===== src/rtl/alu_seq.sv =====
// Handshaked ALU with an iterative unsigned multiply. Results and flags are held
// in output registers until the writeback stage consumes them.
module alu_seq #(
  parameter int WIDTH = 32
) (
  input  logic             clk,
  input  logic             rst,
  input  logic             in_valid,
  output logic             in_ready,
  input  logic [WIDTH-1:0] a,
  input  logic [WIDTH-1:0] b,
  input  logic [3:0]       opcode,
  output logic             out_valid,
  input  logic             out_ready,
  output logic [WIDTH-1:0] result,
  output logic             flag_zero,
  output logic             flag_carry,
  output logic             flag_overflow,
  output logic             flag_negative,
  output logic             busy
);

  localparam int CW = $clog2(WIDTH);
  localparam logic [WIDTH-1:0] WIDTH_V = WIDTH'(WIDTH);

  typedef enum logic [3:0] {
    OP_ZERO = 4'h0, OP_A    = 4'h1, OP_B   = 4'h2, OP_NOT  = 4'h3,
    OP_INCA = 4'h4, OP_INCB = 4'h5, OP_MUL = 4'h6, OP_ADD  = 4'h7,
    OP_SUB  = 4'h8, OP_AND  = 4'h9, OP_OR  = 4'hA, OP_XOR  = 4'hB,
    OP_SHL  = 4'hC, OP_SHR  = 4'hD, OP_REV = 4'hE, OP_PAR  = 4'hF
  } op_e;

  typedef enum logic [1:0] {S_IDLE, S_MUL, S_DONE} state_e;

  state_e             state, state_next;
  logic               accept, is_mul, mul_last;
  logic [WIDTH-1:0]   alu_res;
  logic               alu_carry, alu_ovf;
  logic [2*WIDTH-1:0] acc, acc_next, mcand;
  logic [WIDTH-1:0]   mplier;
  logic [CW-1:0]      cnt;

  assign accept   = in_valid & in_ready;
  assign is_mul   = (op_e'(opcode) == OP_MUL);
  assign mul_last = (cnt == CW'(WIDTH-1));
  assign acc_next = acc + (mplier[0] ? mcand : '0);

  always_comb begin
    in_ready = (state == S_IDLE) || ((state == S_DONE) && out_ready);
  end

  // Single-cycle datapath for every opcode except multiply.
  always_comb begin
    // NOTE: defaults first so every path assigns every output and no latch is inferred.
    alu_res   = '0;
    alu_carry = 1'b0;
    alu_ovf   = 1'b0;
    case (op_e'(opcode))
      OP_A:    alu_res = a;
      OP_B:    alu_res = b;
      OP_NOT:  alu_res = ~a;
      OP_INCA: begin
        {alu_carry, alu_res} = {1'b0, a} + {{WIDTH{1'b0}}, 1'b1};
        alu_ovf = ~a[WIDTH-1] & alu_res[WIDTH-1];
      end
      OP_INCB: begin
        {alu_carry, alu_res} = {1'b0, b} + {{WIDTH{1'b0}}, 1'b1};
        alu_ovf = ~b[WIDTH-1] & alu_res[WIDTH-1];
      end
      OP_ADD: begin
        {alu_carry, alu_res} = {1'b0, a} + {1'b0, b};
        alu_ovf = (a[WIDTH-1] == b[WIDTH-1]) && (alu_res[WIDTH-1] != a[WIDTH-1]);
      end
      OP_SUB: begin
        alu_res   = a - b;
        alu_carry = (a < b);
        alu_ovf   = (a[WIDTH-1] != b[WIDTH-1]) && (alu_res[WIDTH-1] != a[WIDTH-1]);
      end
      OP_AND:  alu_res = a & b;
      OP_OR:   alu_res = a | b;
      OP_XOR:  alu_res = a ^ b;
      OP_SHL:  alu_res = (b >= WIDTH_V) ? '0 : (a << b);
      OP_SHR:  alu_res = (b >= WIDTH_V) ? '0 : (a >> b);
      OP_REV: begin
        for (int i = 0; i < WIDTH/8; i++) alu_res[8*i +: 8] = a[WIDTH-8-8*i +: 8];
      end
      OP_PAR:  alu_res = {{(WIDTH-1){1'b0}}, ^a};
      default: alu_res = '0;
    endcase
  end

  always_comb begin
    state_next = state;
    case (state)
      S_IDLE: if (accept) state_next = is_mul ? S_MUL : S_DONE;
      S_MUL:  if (mul_last) state_next = S_DONE;
      S_DONE: begin
        if (out_ready) state_next = in_valid ? (is_mul ? S_MUL : S_DONE) : S_IDLE;
      end
      default: state_next = S_IDLE;
    endcase
  end

  // out_valid and busy are registered copies of the next-state decode.
  always_ff @(posedge clk or posedge rst) begin
    // NOTE: sequential state uses non-blocking assignments so all registers update together.
    if (rst) begin
      state     <= S_IDLE;
      out_valid <= 1'b0;
      busy      <= 1'b0;
    end else begin
      state     <= state_next;
      out_valid <= (state_next == S_DONE);
      busy      <= (state_next == S_MUL);
    end
  end

  // NOTE: multiplier working registers carry no reset; they are always loaded on acceptance before use.
  always_ff @(posedge clk) begin
    if (accept) begin
      mcand  <= {{WIDTH{1'b0}}, a};
      mplier <= b;
      acc    <= '0;
      cnt    <= '0;
    end else if (state == S_MUL) begin
      acc    <= acc_next;
      mcand  <= mcand << 1;
      mplier <= mplier >> 1;
      cnt    <= cnt + CW'(1);
    end
  end

  always_ff @(posedge clk or posedge rst) begin
    if (rst) begin
      result        <= '0;
      flag_zero     <= 1'b0;
      flag_carry    <= 1'b0;
      flag_overflow <= 1'b0;
      flag_negative <= 1'b0;
    end else if (accept && !is_mul) begin
      result        <= alu_res;
      flag_zero     <= (alu_res == '0);
      flag_carry    <= alu_carry;
      flag_overflow <= alu_ovf;
      flag_negative <= alu_res[WIDTH-1];
    end else if ((state == S_MUL) && mul_last) begin
      result        <= acc_next[WIDTH-1:0];
      flag_zero     <= (acc_next[WIDTH-1:0] == '0);
      flag_carry    <= |acc_next[2*WIDTH-1:WIDTH];
      flag_overflow <= 1'b0;
      flag_negative <= acc_next[WIDTH-1];
    end
  end

endmodule


===== config.mk =====
export PLATFORM = sky130hd
export DESIGN_NAME = alu_seq
export DESIGN_NICKNAME = d
export VERILOG_FILES = /design/src/rtl/alu_seq.sv
export SDC_FILE = /design/constraint.sdc
export NUM_CORES = 1
export LEC_CHECK = 0
export ABC_AREA = 0
export CAP_MARGIN = 10
export CORE_MARGIN = 2
export CORE_UTILIZATION = 40
export CTS_CLUSTER_DIAMETER = 80
export DETAILED_ROUTE_END_ITERATION = 10
export PLACE_DENSITY = 0.67
export SLEW_MARGIN = 40
export SYNTH_ARGS = -nofsm -noshare
export SYNTH_HDL_FRONTEND = slang
export SYNTH_SLANG_ARGS = --single-unit

===== constraint.sdc =====
create_clock -name clk -period 5 [get_ports clk]
set_input_delay 1.5 -clock clk [delete_from_list [all_inputs] [get_ports clk]]
set_output_delay 1.5 -clock clk [all_outputs]
set_load 0.05 [all_outputs]

* After elaboration in Yosys (flattened, before gate mapping)
Index checks and enable logic that the tools add are counted.
Word-level totals: bits in registers 205, input bits 72, output and inout bits 39, logic and storage cells 96
Operators by class: $add $sub $neg 6, mux-type cells 26, order comparisons 2, reduce and logical (&&, ||, !) cells 14, eq/ne operators 24, bitwise logic cells 9, shift operators 2
Operators by type and width (number):
- $pmux W32 S14 | 1
- $mux W32 | 8
- $add A32 B1 Y33 const B | 2
- $add A64 B64 Y64 | 1
- $logic_not A32 Y1 | 2
- $mux W64 | 1
- $add A32 B32 Y33 | 1
- $and A32 B32 Y32 | 1
- $eq A4 B4 Y1 const B | 8
- $ge A32 B6 Y1 const B | 1
- $lt A32 B32 Y1 | 1
- $not A32 Y32 | 1
- $or A32 B32 Y32 | 1
- $reduce_or A32 Y1 | 1
- $reduce_xor A32 Y1 | 1
- $shl A32 B32 Y32 | 1
- $shr A32 B32 Y32 | 1
- $sub A32 B32 Y32 | 1
- $xor A32 B32 Y32 | 1
- $eq A4 B3 Y1 const B | 4
- $mux W2 | 5
- $eq A4 B2 Y1 const B | 2
- $mux W1 | 8
- $pmux W1 S4 | 2
- 15 further kinds | 27

* Longest topological paths before layout
Gate-level depths: netlist (run 1).
depth in word-level cells 7, depth in mapped cells 19, gate-level depth less buffers 16

* Worst setup path after synthesis (run 1)
Ideal clock, no wire load.
path type input port to flip-flop, start in b[2], end reg result[30], path buffers 5, library setup time 0.066 ns, cell stages on the path 19, data required time 4.934 ns, slack -0.503 ns, arrival time 5.437 ns, cells stage by stage buf_2 buf_2 buf_2 inv_1 buf_2 ha_1 buf_2 a211oi_2 o21bai_1 a21o_1 a41oi_2 o41ai_1 a211o_1 a311o_1 a21o_1 a21oi_1 mux2_2 o22ai_1 a221o_1
Between the ends: word-level cells in the longest chain between the ends 4, elaborated cells on any way between the ends 10, those cells by class add/sub: 3; order compare: 1; shift: 2; mux: 4
Ends and longest elaborated chain:
- start: declaration | line 11 | input logic [WIDTH-1:0] b,
- $ge A32 B6 Y1, or another cell as far along | line 82, 83
- $mux W32, on equally long branches | line 83, 82
- $pmux W32 S14 (*) | line 58 | case (op_e'(opcode))
- $mux W32 (*) | line 140 | end else if (accept && !is_mul) begin
- end signal: assignment | line 141 | result <= alu_res;
- end signal: assignment | line 147 | result <= acc_next[WIDTH-1:0];
- end: declaration | line 15 | output logic [WIDTH-1:0] result,
Mark *: on every way between the ends. The rest lies on a longest branch, timed or not. A chain may end at the register's enable or synchronous reset.

* Final worst setup path (run 1)
start in a[4], end reg flag_zero
Between the ends: word-level cells in the longest chain between the ends 5, elaborated cells on any way between the ends 15, those cells by class add/sub: 3; shift: 2; mux: 4; bitwise: 4; reduce/logical: 2
Ends and longest elaborated chain:
- start: declaration | line 10 | input logic [WIDTH-1:0] a,
- branches (longest 2 deep; another with $sub A32 B32 Y32)
- $pmux W32 S14 (*) | line 58
- $logic_not A32 Y1 (*) | line 142 | flag_zero <= (alu_res == '0);
- $mux W1 (*) | line 140
- end signal: assignment | line 142
- end signal: assignment | line 148 | flag_zero <= (acc_next[WIDTH-1:0] == '0);
- end: declaration | line 16 | output logic flag_zero,
Every way passes the cells marked *.

==> results of run 1 <==
[worst paths after layout]
check / to / slack, ns / depth (start not counted) / start
min in group asynchronous: result[4]$_DFFE_PP0P_ / 1.33 / 2 / rst
max in group asynchronous: flag_overflow$_DFFE_PP0P_ / 3.22 / 2 / rst
worst max register to register: flag_carry$_DFFE_PP0P_ / 0.07 / 17 / mplier[0]$_DFFE_PP_
worst max-delay path: flag_zero$_DFFE_PP0P_ / -0.06 / 16 / a[4]
worst min-delay path: mcand[39]$_SDFFE_PP0P_ / 0.45 / 2 / mcand[38]$_SDFFE_PP0P_
worst min register to register: mcand[39]$_SDFFE_PP0P_ / 0.45 / 2 / mcand[38]$_SDFFE_PP0P_
[cells in the final DEF, fill, tap and decap left out, types with 95 or more instances in the layout]
master           count
a21oi_1            203
buf_4              832
clkdlybuf4s50_1     95
dfxtp_1            101
ha_1               177
inv_1              105
nand2_1            349
nand3_1            116
nor2_1             206
o21ai_0            235
xnor2_1             98
[cell type report]
type                       instances  area (um^2)
timing repair buffer             957         7640
clock buffer                      32          737
antenna                            3         7.51
inverter                         112          423
fill                            5631        26300
tap                              773          967
multi-input combinational       2501        18100
sequential                       204         4920
clock inverter                    20          186
[power groups by stage]
stage | clock (mW) | combinational [mW] | sequential [mW]
after detailed placement | 0 | 5.37 | 2.55
after global routing | 2.11 | 5.90 | 2.58
after CTS | 2.04 | 5.41 | 2.53
after floorplan | 0 | 2.67 | 2.94
final | 2.01 | 5.56 | 2.53
after global placement | 0 | 5.36 | 2.54
[timing repair]
action / in CTS / in global routing
resized for setup: 16 / 54
buffers inserted: 1 / 12
setup endpoints to repair: 4 / 6
hold buffers: 0 / 0
pin swaps: 5 / 22
endpoints found under the hold margin: 0 / 0
[registers in the layout, summed over array words and instances, names as in the netlist]
signal and count:
acc 64, mcand 64, mplier 32, result 32, cnt 5, state 2
busy 1, flag_carry 1, flag_overflow 1, flag_zero 1, out_valid 1
[through the flow]
stage,worst slack (ns),hold WS [ns],TNS (ns),power [mW],utilization [%]
finish,-0.0597,0.450,-0.0597,10.1,55.6
global route,-0.109,0.469,-0.187,10.6,55.6
CTS,0.0156,0.448,0,9.97,55.0
detailed placement,-0.780,0.439,-7.49,7.93,53.3
global placement,-0.694,0.438,-6.33,7.90,53.3
floorplan,-0.00440,0.425,-0.00440,5.61,-
[logic make-up (layout without fill, tap and decap cells)]
logic type / Yosys count / in the layout / share of synthesized area [%]
xor+xnor: 136 / 136 / 4.96
compound gates: 975 / 975 / 27.7
simple gates: 1051 / 1051 / 21.4
flops: 204 / 204 / 20.5
other cells: 0 / 3 / 0
mux: 155 / 155 / 9.67
fa+ha+maj: 184 / 184 / 9.68
buf+inv: 360 / 1121 / 6.09
[metal layers]
layer | track usage [%] | up-vias | share of wire [%]
met5 | 0 | - | 0.011
met4 | 19.9 | 2 | 6.3
met3 | 6.55 | 351 | 9.2
met2 | 58.6 | 1609 | 43
met1 | 51.5 | 13755 | 42
li1 | - | 13008 | -
[cells in the mapped netlist (53+ instances only)]
master and count:
nand2_1 349, nor2_1 210, xnor2_1 98, inv_1 109, mux2i_1 69, nand4_1 53, dfxtp_1 101, nand3_1 118
clkbuf_1 174, ha_1 181, and2_1 75, a21oi_1 212, mux4_2 59, o21ai_0 238, edfxtp_1 64
[worst max-delay path: cells and delay by family]
family	cells	cell delay, ns
muxes	1	0.47
and+or+nand+nor	4	0.57
buffers and inverters	5	1.24
AOI/OAI and AO/OA	6	1.73
==> impl_metrics.csv, run 1 <==
group,metric,value,unit
pwr,cellLeakagePower,14.6,nW
cts,cts-root-buf,"clkbuf_16",
cts,cts_max_level,1,
pwr,comb_power_share,55.0,%
cts,clock-sinks,204,
timing,hold_viol_final,0,
finish,nets,4060,
cts,clk_latency,0.57,ns
setup_path,cpMaxStageDelayCell,"clkdlybuf4s50_1",
status,violations,"setup timing",
timing,rsz0062_at_grt,"yes",
flow_run,max_cap_viol_count,0,
drt,drcViolationCount,0,
setup_path,crit_arrival,5.53,ns
timing,fin_crit_sh,101,%
synthesis,yosysSeqAreaShare,20.5,%
finish,drive_above_1_share,28.9,%
floorplan,start_util,40.6,%
cts,clkSlewWorstSetupHoldPaths,0.06,ns
synthesis,avgSynthCellArea,7.84,um^2
synthesis,synth_area_leaders,"ha_1, dfxtp_1, edfxtp_1, mux4_2, nand2_1",
place,io_buffers,110,
pwr,intPower,5.61,mW
setup_path,required,5.47,ns
timing,fmax,198,MHz
place,postPlaceCellArea,0.0316,mm^2
finish,stdcell_count,4602,
setup_path,path_cells,"clkdlybuf4s50_1 -> buf_4 -> buf_4 -> mux4_2 -> nand2_1 -> o21ai_0 -> buf_4 -> a211oi_1 -> a211oi_1 -> buf_4 -> a211oi_1 -> o2111ai_1 -> nor2_1 -> and4b_1 -> nand4_1 -> o31ai_2",
pwr,seqPwrFrac,25.0,%
drt,drt_pass1_iterations,5,
grt,antenna_found_initial,6,
floorplan,ioPinCount,111,
pwr,pwr-share-clk,19.9,%
place,dpl.hpwl,101000,um
status,status,"finished with violations",
floorplan,dieArea,0.0620,mm^2
drt,postRouteWirelength,123000,um
grt,grt_start_max_net_pins,77,
timing,slew_violations,0,
synthesis,synth_top_area_share,9.43,%
setup_path,cpPeakStageDelay,0.50,ns
floorplan,fp.coreArea,0.0592,mm^2
timing,clock_skew,0.0185,ns
pwr,ir_drop,0.000244,V
synthesis,async_flop_share,19.1,%
floorplan,rows,89,
drt,vias_per_cell,6.24,
setup_path,cpMostUsedCell,"buf_4",
cts,cts_made_buffers,28,
synthesis,ys_warn_count,0,
worst_hold_path,hp-class,"reg -> reg",
synthesis,ys_ff_latch,204,
finish,design_area,0.0330,mm^2
grt,grtUsageTotal,38.2,%
timing,setup_ws,-0.0597,ns
timing,finalSetupViolCount,1,
synthesis,synth_top_area_cell,"ha_1",
drt,ant_nets,0,
grt,grt_pass1_vias,27357,
synthesis,synth-main-ff-cell,"dfxtp_1",
synthesis,synth_cell_type_count,110,
setup_path,crit_fanout,7,
timing,tightest_slew,0.824,ns
pwr,sw_frac_of_total,44.5,%
drt,vias,28725,
setup_path,startpoint_type,"input port",
drt,drtIter0Drc,3134,
cts,cts_tree,"yes",
synthesis,synth-edff-count,64,
floorplan,dieWidth,249,um
finish,area_growth,37.2,%
pwr,powerDensity,306,mW/mm^2
setup_path,critPathCaptureType,"register",
grt,overflow,0,
synthesis,syn-num-nets,3321,
synthesis,synthCells,3065,
place,placedCellCount,4533,
place,place.gp.congestion,1.07,
setup_path,crit_type,"in -> reg",
drt,wl_per_cell,26.7,um
timing,relSlewSlack,44.4,%
pwr,p_sw,4.49,mW
floorplan,fp.dieH,249,um
grt,grt_pass1_wl,180000,um
timing,fin_crit,5.06,ns
synthesis,syn_area,0.0240,mm^2
cts,cts_buffer_depth,3,
Power figures use the tool's default switching activity.
==> run 2: changes to the inputs <==
--- a/config.mk
+++ b/config.mk
@@ -11,7 +11,7 @@
 export CORE_UTILIZATION = 40
 export CTS_CLUSTER_DIAMETER = 80
 export DETAILED_ROUTE_END_ITERATION = 10
-export PLACE_DENSITY = 0.67
+export PLACE_DENSITY_LB_ADDON = 0.15
 export SLEW_MARGIN = 40
 export SYNTH_ARGS = -nofsm -noshare
 export SYNTH_HDL_FRONTEND = slang
==> run 2 against run 1 <==
Net effect:
- the run now ends clean
- combinational power increased by 1%
- largest cell class unchanged
- total power up 0.20%
- via count is 1.9% higher
- highest routed layer unchanged
==> impl_metrics.csv, run 2 (synthesis results as in run 1) <==
group,metric,value,unit
place,place_ws,-1.10,ns
worst_hold_path,hold_end,"mcand[54]$_SDFFE_PP0P_",
pwr,pwr-share-clk,19.2,%
timing,relSlewSlack,35.6,%
drt,drcViolationCount,0,
drt,vias,29266,
setup_path,crit_family,"simple AND/OR/NAND/NOR gates",
place,io_buffers,110,
floorplan,fp.coreArea,0.0592,mm^2
pwr,seqPwrFrac,25.2,%
setup_path,cpMostUsedCell,"buf_4",
drt,vias_per_cell,6.36,
grt,grt_pass1_vias,28207,
floorplan,dieWidth,249,um
finish,fill_cells,5529,
timing,clock_skew,0.0381,ns
grt,grtUsageTotal,40.4,%
pwr,comb_power_share,55.6,%
finish,final_common_cell,"buf_4",
setup_path,reg2reg_from,"mplier[0]$_DFFE_PP_",
finish,final_cell_mix,"buf_4, nand2_1, o21ai_0",
flow_run,max_cap_viol_count,0,
pwr,sw_frac_of_total,45.0,%
setup_path,crit_start,"a[14]",
setup_path,cpPeakStageDelay,0.50,ns
grt,grt_pass1_wl,188000,um
finish,antenna_cells,0,
cts,clkSlewWorstSetupHoldPaths,0.06,ns
cts,cts_buffer_depth,3,
setup_path,reg2reg_slack,0.11,ns
pwr,cellLeakagePower,14.8,nW
floorplan,ioPinCount,111,
finish,seqCellArea,0.00492,mm^2
cts,cts_hold_buf,0,
setup_path,critPathCaptureType,"register",
setup_path,path_cells,"clkdlybuf4s50_1 -> buf_4 -> buf_4 -> buf_4 -> nand4_1 -> nor4_4 -> buf_4 -> nand3_1 -> or3_1 -> nor2_1 -> ha_1 -> nor2_1 -> a2111oi_4 -> o21ai_1 -> a21oi_2 -> nand4_1 -> and4b_1 -> nand4_1 -> o31ai_2",
status,status,"completed",
worst_hold_path,min-delay-start,"mcand[53]$_SDFFE_PP0P_",
timing,fin_crit,4.97,ns
setup_path,r2r_end,"flag_carry$_DFFE_PP0P_",
grt,grt_start_max_net_pins,80,
pwr,intPower,5.56,mW
pwr,ir_drop,0.000273,V
worst_hold_path,hp-class,"reg -> reg",
timing,slew_violations,0,
drt,postRouteWirelength,131000,um
drt,drtIter0Drc,3332,
setup_path,crit_buf_inv,5,
setup_path,startpoint_type,"input port",
cts,cts_max_level,1,
timing,fmax,201,MHz
place,place.gp.congestion,1.13,
setup_path,crit_arrival,5.43,ns
finish,multiInputGateArea,0.0185,mm^2
finish,top_regs,"acc x64, mcand x64",
place,dpl.hpwl,106000,um
worst_hold_path,whs_path_depth,2,
setup_path,crit_fanout,4,
timing,tightest_slew,0.966,ns
timing,setup_ws,0.0276,ns
cts,cts-root-buf,"clkbuf_16",
drt,wl_per_cell,28.4,um
cts,cts_made_buffers,27,
drt,ant_nets,0,
pwr,powerDensity,303,mW/mm^2
floorplan,fp.dieH,249,um
finish,area_growth,39.2,%
setup_path,rr_worst_depth,18,
timing,hold_viol_final,0,
grt,overflow,0,
setup_path,crit_type,"in -> reg",
pwr,p_sw,4.55,mW
cts,cts_tree,"yes",
setup_path,cpMaxStageDelayCell,"clkdlybuf4s50_1",
floorplan,dieArea,0.0620,mm^2
cts,clk_latency,0.58,ns
floorplan,rows,89,
timing,finalSetupViolCount,0,
finish,nets,4065,
grt,antenna_found_initial,4,
timing,fin_crit_sh,99.4,%
pwr,power,10.1,mW
drt,drt_pass1_iterations,6,
setup_path,required,5.46,ns
finish,drive_above_1_share,30.4,%
floorplan,start_util,40.6,%
cts,clock-sinks,204,
timing,rsz0062_at_grt,"yes",
run 2: final cells by class:
class | count | share of cell area [%]
clock buffers | 34 | 2.16
clock inverters | 16 | 0.475
inverters | 112 | 1.28
multi-input cells | 2501 | 55.2
flip-flops and latches | 204 | 14.7
well taps | 773 | 2.89
repair buffers | 963 | 23.3
run 2: power groups by stage:
stage               registers [mW]  logic, mW  clock network (mW)
detailed placement            2.57       5.32                   0
global route                  2.59       5.95                2.03
finish                        2.55       5.63                1.95
global placement              2.55       5.28                   0
floorplan                     2.94       2.67                   0
CTS                           2.54       5.37                1.97
run 2: repair_timing:
| item | 4_1_cts | 5_1_grt |
|---|---|---|
| pin swaps | 3 | 50 |
| cloned | 0 | 2 |
| buffers inserted | 2 | 27 |
| resized for setup | 22 | 143 |
| endpoints found under the setup margin | 6 | 7 |
run 2: metrics by stage:
| step | utilization (%) | TNS [ns] | hold WS (ns) | cells | area (um^2) |
|---|---|---|---|---|---|
| floorplan | - | -0.00440 | 0.425 | 3065 | 24100 |
| global placement | 53.2 | -8.15 | 0.437 | 4522 | 31500 |
| detailed placement | 53.2 | -7.97 | 0.442 | 4523 | 31500 |
| CTS | 54.9 | -0.00365 | 0.454 | 4575 | 32500 |
| global route | 56.5 | -0.132 | 0.471 | 4603 | 33400 |
| finish | 56.5 | 0 | 0.448 | 4603 | 33400 |
run 2: worst register-to-register path: cells and delay by family, from the launching register on:
family,cells,cell delay (ns)
compound gates,7,1.44
xor+xnor,1,0.16
fa+ha+maj,1,0.33
buf+inv,4,0.75
flops,1,0.49
simple gates,5,1.54
run 2: worst max path at each step:
| stage | end | cells after the start |
|---|---|---|
| after floorplan | result[26]$_DFFE_PP0P_ | 16 |
| after global routing | flag_zero$_DFFE_PP0P_ | 16 |
| after CTS | flag_zero$_DFFE_PP0P_ | 16 |
| after detailed placement | flag_zero$_DFFE_PP0P_ | 19 |
| final | flag_zero$_DFFE_PP0P_ | 19 |
| after global placement | flag_zero$_DFFE_PP0P_ | 19 |
run 2: metal layers:
layer | global-route usage, % | share of wire [%] | up-vias
met5 | 0 | 0.0076 | -
met4 | 23.8 | 7.1 | 2
met3 | 7.43 | 9.2 | 415
met2 | 64.5 | 44 | 1731
met1 | 51.1 | 39 | 14108
li1 | - | - | 13010
